`config.mk`:
```
export PLATFORM = sky130hd
export DESIGN_NAME = multicycle_controller
export DESIGN_NICKNAME = d
export VERILOG_FILES = /design/src/rtl/riscv_pkg.sv /design/src/rtl/alu_decoder.sv /design/src/rtl/multicycle_controller.sv
export SDC_FILE = /design/constraint.sdc
export NUM_CORES = 1
export LEC_CHECK = 0
export CORE_MARGIN = 2
export CORE_UTILIZATION = 30
export DETAILED_ROUTE_END_ITERATION = 8
export PLACE_DENSITY = 0.58
export SYNTH_ARGS = -nofsm -noshare
export SYNTH_HDL_FRONTEND = slang
export SYNTH_SLANG_ARGS = --single-unit
export TNS_END_PERCENT = 20
```
`constraint.sdc`:
```
create_clock -name clk -period 2.4 [get_ports clk]
set_clock_uncertainty 0.05 [all_clocks]
set_input_delay 0.48 -clock clk [delete_from_list [all_inputs] [get_ports clk]]
set_output_delay 0.48 -clock clk [all_outputs]
set_load 0.05 [all_outputs]
```
`src/rtl/riscv_pkg.sv`:
```
// Shared RV32I control definitions: opcodes, FSM states, mux select and ALU encodings.
// Latency: n/a (constants, types and pure combinational helpers only).
// Backpressure: n/a.
package riscv_pkg;

  // Major opcodes (instr[6:0]) recognised by the multicycle controller
  localparam logic [6:0] OP_LOAD   = 7'b0000011;
  localparam logic [6:0] OP_STORE  = 7'b0100011;
  localparam logic [6:0] OP_R      = 7'b0110011;
  localparam logic [6:0] OP_IMM    = 7'b0010011;
  localparam logic [6:0] OP_BRANCH = 7'b1100011;
  localparam logic [6:0] OP_JAL    = 7'b1101111;
  localparam logic [6:0] OP_JALR   = 7'b1100111;
  localparam logic [6:0] OP_LUI    = 7'b0110111;
  localparam logic [6:0] OP_AUIPC  = 7'b0010111;

  typedef enum logic [3:0] {
    S_FETCH    = 4'd0,
    S_DECODE   = 4'd1,
    S_MEMADR   = 4'd2,
    S_MEMREAD  = 4'd3,
    S_MEMWB    = 4'd4,
    S_MEMWRITE = 4'd5,
    S_EXECR    = 4'd6,
    S_EXECI    = 4'd7,
    S_ALUWB    = 4'd8,
    S_BRANCH   = 4'd9,
    S_JALR     = 4'd10,
    S_JAL      = 4'd11,
    S_LUI      = 4'd12,
    S_TRAP     = 4'd13
  } state_t;

  typedef enum logic [3:0] {
    ALU_ADD  = 4'd0,
    ALU_SUB  = 4'd1,
    ALU_AND  = 4'd2,
    ALU_OR   = 4'd3,
    ALU_XOR  = 4'd4,
    ALU_SLT  = 4'd5,
    ALU_SLTU = 4'd6,
    ALU_SLL  = 4'd7,
    ALU_SRL  = 4'd8,
    ALU_SRA  = 4'd9
  } alu_ctrl_t;

  // Encodings shared with the extend unit
  typedef enum logic [2:0] {
    IMM_I     = 3'b000,
    IMM_S     = 3'b001,
    IMM_B     = 3'b010,
    IMM_J     = 3'b011,
    IMM_U     = 3'b100,
    IMM_SHAMT = 3'b101
  } imm_src_t;

  typedef enum logic [1:0] {
    RES_ALUOUT    = 2'b00,
    RES_DATA      = 2'b01,
    RES_ALURESULT = 2'b10,
    RES_IMMEXT    = 2'b11
  } result_src_t;

  typedef enum logic [1:0] {
    SRCA_PC    = 2'b00,
    SRCA_OLDPC = 2'b01,
    SRCA_RS1   = 2'b10
  } alu_src_a_t;

  typedef enum logic [1:0] {
    SRCB_RS2  = 2'b00,
    SRCB_IMM  = 2'b01,
    SRCB_FOUR = 2'b10
  } alu_src_b_t;

  // Coarse ALU request from the FSM; FUNCT defers to funct3/funct7b5
  typedef enum logic [1:0] {
    ALUOP_ADD   = 2'b00,
    ALUOP_SUB   = 2'b01,
    ALUOP_FUNCT = 2'b10
  } alu_op_t;

  // Immediate format is a pure function of the opcode (shifts need shamt)
  function automatic logic [2:0] imm_src_of(input logic [6:0] op, input logic [2:0] funct3);
    logic [2:0] imm;
    imm = IMM_I;
    case (op)
      OP_LOAD, OP_JALR: imm = IMM_I;
      OP_IMM:           imm = (funct3 == 3'b001 || funct3 == 3'b101) ? IMM_SHAMT : IMM_I;
      OP_STORE:         imm = IMM_S;
      OP_BRANCH:        imm = IMM_B;
      OP_JAL:           imm = IMM_J;
      OP_LUI, OP_AUIPC: imm = IMM_U;
      default:          imm = IMM_I;
    endcase
    return imm;
  endfunction

  // Encodings the datapath can execute; everything else traps
  function automatic logic is_legal(input logic [6:0] op, input logic [2:0] funct3,
                                    input logic funct7b5);
    logic ok;
    ok = 1'b0;
    case (op)
      OP_LOAD:   ok = !(funct3 == 3'b011 || funct3 == 3'b110 || funct3 == 3'b111);
      OP_STORE:  ok = (funct3 <= 3'b010);
      OP_BRANCH: ok = !(funct3 == 3'b010 || funct3 == 3'b011);
      OP_R:      ok = !funct7b5 || funct3 == 3'b000 || funct3 == 3'b101;
      OP_IMM, OP_JAL, OP_JALR, OP_LUI, OP_AUIPC: ok = 1'b1;
      default:   ok = 1'b0;
    endcase
    return ok;
  endfunction

endpackage

```
`src/rtl/alu_decoder.sv`:
```
// ALU operation decoder: maps FSM ALU request plus funct fields to ALUControl.
// Latency: purely combinational, zero cycles.
// Backpressure: none; output follows inputs.
module alu_decoder
  import riscv_pkg::*;
(
  input  logic [1:0] alu_op,
  input  logic [2:0] funct3,
  input  logic       funct7b5,
  input  logic       op5,
  output logic [3:0] alu_control
);

  // funct7b5 selects SUB only for register-register adds (op5=1); for
  // immediates bit 30 is part of the immediate except on right shifts
  always_comb begin
    alu_control = ALU_ADD;
    case (alu_op)
      ALUOP_ADD: alu_control = ALU_ADD;
      ALUOP_SUB: alu_control = ALU_SUB;
      default: begin
        case (funct3)
          3'b000:  alu_control = (op5 && funct7b5) ? ALU_SUB : ALU_ADD;
          3'b001:  alu_control = ALU_SLL;
          3'b010:  alu_control = ALU_SLT;
          3'b011:  alu_control = ALU_SLTU;
          3'b100:  alu_control = ALU_XOR;
          3'b101:  alu_control = funct7b5 ? ALU_SRA : ALU_SRL;
          3'b110:  alu_control = ALU_OR;
          default: alu_control = ALU_AND;
        endcase
      end
    endcase
  end

endmodule

```
`src/rtl/multicycle_controller.sv`:
```
// Moore FSM sequencing the multicycle RV32I datapath (selects, enables, ALU op, ImmSrc).
// Latency: one state per cycle; lw 5, sw 4, R/I 4, branch 3, jal 4, jalr 5, lui/auipc 3.
// Backpressure: holds in FETCH/MEMREAD/MEMWRITE with mem_req high until mem_ready.
module multicycle_controller
  import riscv_pkg::*;
#(
  parameter state_t RESET_STATE = S_FETCH
) (
  input  logic       clk,
  input  logic       rst_n,
  input  logic [6:0] op,
  input  logic [2:0] funct3,
  input  logic       funct7b5,
  input  logic       zero,
  input  logic       lt,
  input  logic       ltu,
  input  logic       mem_ready,
  output logic       mem_req,
  output logic       MemWrite,
  output logic       AdrSrc,
  output logic       IRWrite,
  output logic       PCWrite,
  output logic       RegWrite,
  output logic [1:0] ResultSrc,
  output logic [1:0] ALUSrcA,
  output logic [1:0] ALUSrcB,
  output logic [3:0] ALUControl,
  output logic [2:0] ImmSrc,
  output logic       illegal_instr
);

  state_t     state_q;
  state_t     state_d;
  logic [1:0] alu_op;
  logic       branch_taken;

  // Next-state logic; DECODE sends every unsupported encoding to TRAP
  always_comb begin
    state_d = state_q;
    case (state_q)
      S_FETCH:   if (mem_ready) state_d = S_DECODE;
      S_DECODE: begin
        if (!is_legal(op, funct3, funct7b5)) begin
          state_d = S_TRAP;
        end else begin
          case (op)
            OP_LOAD, OP_STORE: state_d = S_MEMADR;
            OP_R:              state_d = S_EXECR;
            OP_IMM:            state_d = S_EXECI;
            OP_BRANCH:         state_d = S_BRANCH;
            OP_JAL:            state_d = S_JAL;
            OP_JALR:           state_d = S_JALR;
            OP_LUI:            state_d = S_LUI;
            OP_AUIPC:          state_d = S_ALUWB;
            default:           state_d = S_TRAP;
          endcase
        end
      end
      S_MEMADR:   state_d = (op == OP_LOAD) ? S_MEMREAD : S_MEMWRITE;
      S_MEMREAD:  if (mem_ready) state_d = S_MEMWB;
      S_MEMWB:    state_d = S_FETCH;
      S_MEMWRITE: if (mem_ready) state_d = S_FETCH;
      S_EXECR:    state_d = S_ALUWB;
      S_EXECI:    state_d = S_ALUWB;
      S_ALUWB:    state_d = S_FETCH;
      S_BRANCH:   state_d = S_FETCH;
      S_JALR:     state_d = S_JAL;
      S_JAL:      state_d = S_ALUWB;
      S_LUI:      state_d = S_FETCH;
      S_TRAP:     state_d = S_TRAP;
      default:    state_d = S_FETCH;
    endcase
  end

  // State register with synchronous reset; reset abandons any in-flight access
  always_ff @(posedge clk) begin
    if (!rst_n) begin
      state_q <= RESET_STATE;
    end else begin
      state_q <= state_d;
    end
  end

  // Branch condition from ALU flags; funct3 010/011 never reach BRANCH
  always_comb begin
    branch_taken = 1'b0;
    case (funct3)
      3'b000:  branch_taken = zero;
      3'b001:  branch_taken = !zero;
      3'b100:  branch_taken = lt;
      3'b101:  branch_taken = !lt;
      3'b110:  branch_taken = ltu;
      3'b111:  branch_taken = !ltu;
      default: branch_taken = 1'b0;
    endcase
  end

  // Per-state datapath controls; enables are suppressed while reset is held
  always_comb begin
    mem_req   = 1'b0;
    MemWrite  = 1'b0;
    AdrSrc    = 1'b0;
    IRWrite   = 1'b0;
    PCWrite   = 1'b0;
    RegWrite  = 1'b0;
    ResultSrc = RES_ALUOUT;
    ALUSrcA   = SRCA_PC;
    ALUSrcB   = SRCB_RS2;
    alu_op    = ALUOP_ADD;
    case (state_q)
      S_FETCH: begin
        mem_req   = 1'b1;
        ALUSrcB   = SRCB_FOUR;
        ResultSrc = RES_ALURESULT;
        IRWrite   = mem_ready;
        PCWrite   = mem_ready;
      end
      S_DECODE: begin
        ALUSrcA = SRCA_OLDPC;
        ALUSrcB = SRCB_IMM;
      end
      S_MEMADR: begin
        ALUSrcA = SRCA_RS1;
        ALUSrcB = SRCB_IMM;
      end
      S_MEMREAD: begin
        mem_req = 1'b1;
        AdrSrc  = 1'b1;
      end
      S_MEMWB: begin
        ResultSrc = RES_DATA;
        RegWrite  = 1'b1;
      end
      S_MEMWRITE: begin
        mem_req  = 1'b1;
        MemWrite = 1'b1;
        AdrSrc   = 1'b1;
      end
      S_EXECR: begin
        ALUSrcA = SRCA_RS1;
        ALUSrcB = SRCB_RS2;
        alu_op  = ALUOP_FUNCT;
      end
      S_EXECI: begin
        ALUSrcA = SRCA_RS1;
        ALUSrcB = SRCB_IMM;
        alu_op  = ALUOP_FUNCT;
      end
      S_ALUWB: begin
        RegWrite = 1'b1;
      end
      S_BRANCH: begin
        ALUSrcA = SRCA_RS1;
        ALUSrcB = SRCB_RS2;
        alu_op  = ALUOP_SUB;
        PCWrite = branch_taken;
      end
      S_JALR: begin
        ALUSrcA = SRCA_RS1;
        ALUSrcB = SRCB_IMM;
      end
      S_JAL: begin
        // PC takes the target held in ALUOut while the ALU forms the link address
        ALUSrcA = SRCA_OLDPC;
        ALUSrcB = SRCB_FOUR;
        PCWrite = 1'b1;
      end
      S_LUI: begin
        ResultSrc = RES_IMMEXT;
        RegWrite  = 1'b1;
      end
      default: begin
      end
    endcase
    if (!rst_n) begin
      mem_req  = 1'b0;
      MemWrite = 1'b0;
      IRWrite  = 1'b0;
      PCWrite  = 1'b0;
      RegWrite = 1'b0;
    end
  end

  // Immediate format tracks the opcode in every state
  always_comb begin
    ImmSrc = imm_src_of(op, funct3);
  end

  // TRAP is absorbing, so the indicator stays set until reset
  always_comb begin
    illegal_instr = (state_q == S_TRAP);
  end

  alu_decoder u_alu_decoder (
    .alu_op      (alu_op),
    .funct3      (funct3),
    .funct7b5    (funct7b5),
    .op5         (op[5]),
    .alu_control (ALUControl)
  );

endmodule

```
==> results.cfg <==
[run_status]
outcome = complete, but fails checks
violations = negative setup slack

[sta]
holdWs_ns = 0.693
worst_pin_slew_ns = 0.506
setup_tns_ns = -0.00420
setup_viol = 1
drv_slew = 0
rsz0062_at_grt = yes
final_hold_viol_count = 0
max_freq_mhz = 416
slew_headroom_pct = 66.2
fin_crit_sh_pct = 100
fin_ws_ns = -0.00420
finalCriticalPeriod_ns = 2.40

[routing]
vias = 1195
ant_nets = 0
drtPass1Iterations = 4
drc = 0
routed_via_density = 5.36
routedWlPerCell_um = 12.5
first_iter_violations = 27
finalWirelength_um = 2790

[synthesis]
netlist_instances = 146
synth_edf_count = 0
synth_most_common_cell = nand2_1
syn_area_per_cell_um2 = 6.36
synth.area.top_cells = dfxtp_1 8.6%, nand2_1 7.3%, nor2b_1 6.7%
syn_nets = 163
synth_top_cell_by_area = dfxtp_1
yosysUniqueCellTypes = 49
ys.warnings.count = 0
synthArstFlopShare_pct = 0
syn-cell-area_um2 = 928
synth-seq-cells = 4
synth_common_cells = 18 x nand2_1, 15 x nor2_1, 12 x a21oi_1
ys_seq_area_share_pct = 8.63
ys.flop_type = dfxtp_1
synthDominantCellAreaShare_pct = 8.63

[setup_path]
worst_setup_path_end_kind = output port
critPathMaxFanout = 1
cp.required_ns = 1.87
critPathArrivalTime_ns = 1.87
crit_type = in -> out
cp-start-kind = input port

[global_route]
antenna_found_initial = 0
grt_pass1_vias = 1110
grt_pass1_wl_um = 4820
grt_overflow_total = 0
grt_start_max_net_pins = 20
grt_usage_pct = 16.8

[die]
die_w_um = 59.6
die_area_mm2 = 0.00356
die_height_um = 59.6
num_io_pins = 37
initial_utilization_pct = 30.9
core-area_mm2 = 0.00300
num_rows = 20

[worst_hold_path]
hold_class = reg -> reg

[final_layout]
nFillCells = 304
fin_util_pct = 55.0
multi_input_area_um2 = 795
drive_gt1_share_pct = 30.5
seqCellArea_um2 = 80.1
postLayoutCellArea_mm2 = 0.00165
final_nets = 209
diodes = 0
top_regs = state_q x4
syn2layout_area_growth_pct = 77.9
max_flop_register = state_q
largest_reg_flops = 4

[cts]
holdBufCountCts = 0
clock_sinks = 4
clk_pin_slew_ns = 0.03
cts_tree = built
insertion_delay_ns = 0.24
htree_levels = 1
root_buffer = clkbuf_4
cts_buffers = 3
max-clock-path-buffers = 2

[job]
drv_cap = 0

[place]
pre_cts_ws_ns = -0.213
numPortBuffers = 36
gp_routability_congestion = 0.814
placed_area_mm2 = 0.00160
dpl.hpwl_um = 2270

[power_and_ir_drop]
ir_drop_mv = 0.107
leakage_nw = 0.679
power_density_mw_per_mm2 = 298
[final timing paths]
| kind | startpoint | to | slack (ns) | cells past startpoint |
|---|---|---|---|---|
| setup / recovery | ltu | PCWrite | -0.004 | 7 |
| hold / removal | state_q[1] | state_q[1] | 0.69 | 2 |
| setup reg to reg | state_q[0] | state_q[2] | 0.75 | 5 |
| hold reg to reg | state_q[1] | state_q[1] | 0.69 | 2 |
[power breakdown]
group	internal, mW	switching (mW)	leakage (nW)
clock	0.0559	0.0277	0.0138
sequential	0.0709	0.0109	0.0327
combinational	0.155	0.172	0.632
total	0.282	0.210	0.679
[kinds of logic (layout without fill, tap and decap cells)]
group                     Yosys count  count (layout)  share of synthesized area (%)
muxes                               3               3                           3.37
DFF                                 4               4                           8.63
and+or+nand+nor                    76              76                           43.1
buffers and inverters              17              61                           9.16
AOI/OAI and AO/OA                  41              41                           31.0
xor gates and xnor gates            5               5                           4.72
[metrics by stage]
step           total power, mW  instances
4_1_cts                  0.491        223
5_1_grt                  0.521        223
6_report                 0.493        223
2_1_floorplan            0.260        146
3_3_place_gp             0.404        220
3_5_place_dp             0.407        220
[layout by cell type (no fill, tap or decap), drive strengths merged, types with 4 or more instances in the layout]
cell type,n
a21oi,12
buf,39
clkdlybuf4s50,12
dfxtp,4
nand2,18
nand2b,7
nor2,15
nor2b,10
nor3,10
o21ai,9
[critical path, cell delays in order]
cell,delay [ns]
clkdlybuf4s50_1,0.45
mux2i_1,0.08
xnor2_1,0.13
a211o_1,0.29
a32oi_2,0.21
nor2b_2,0.08
buf_12,0.15
[routing by layer]
metal | vias up | wire length [µm] | track usage [%]
met3 | 2 | 93 | 0.437
met5 | - | 0 | 0
met2 | 30 | 1440 | 30.1
met1 | 546 | 1230 | 22.4
li1 | 617 | - | -
met4 | 0 | 21 | 3.49
[cell type report]
| cell class | instances | area share (%) |
|---|---|---|
| Multi-Input combinational cell | 125 | 48.1 |
| Sequential cell | 4 | 4.85 |
| Clock buffer | 3 | 1.36 |
| Inverter | 3 | 0.682 |
| Tap cell | 33 | 2.50 |
| Timing Repair Buffer | 55 | 42.5 |
[repair_timing]
action,in CTS,in global routing
gates resized for setup,5,6
setup buffers,0,0
pin swaps,2,1
gates cloned,0,0
setup endpoints to repair,4,4
(Power assumes the default switching activity.)
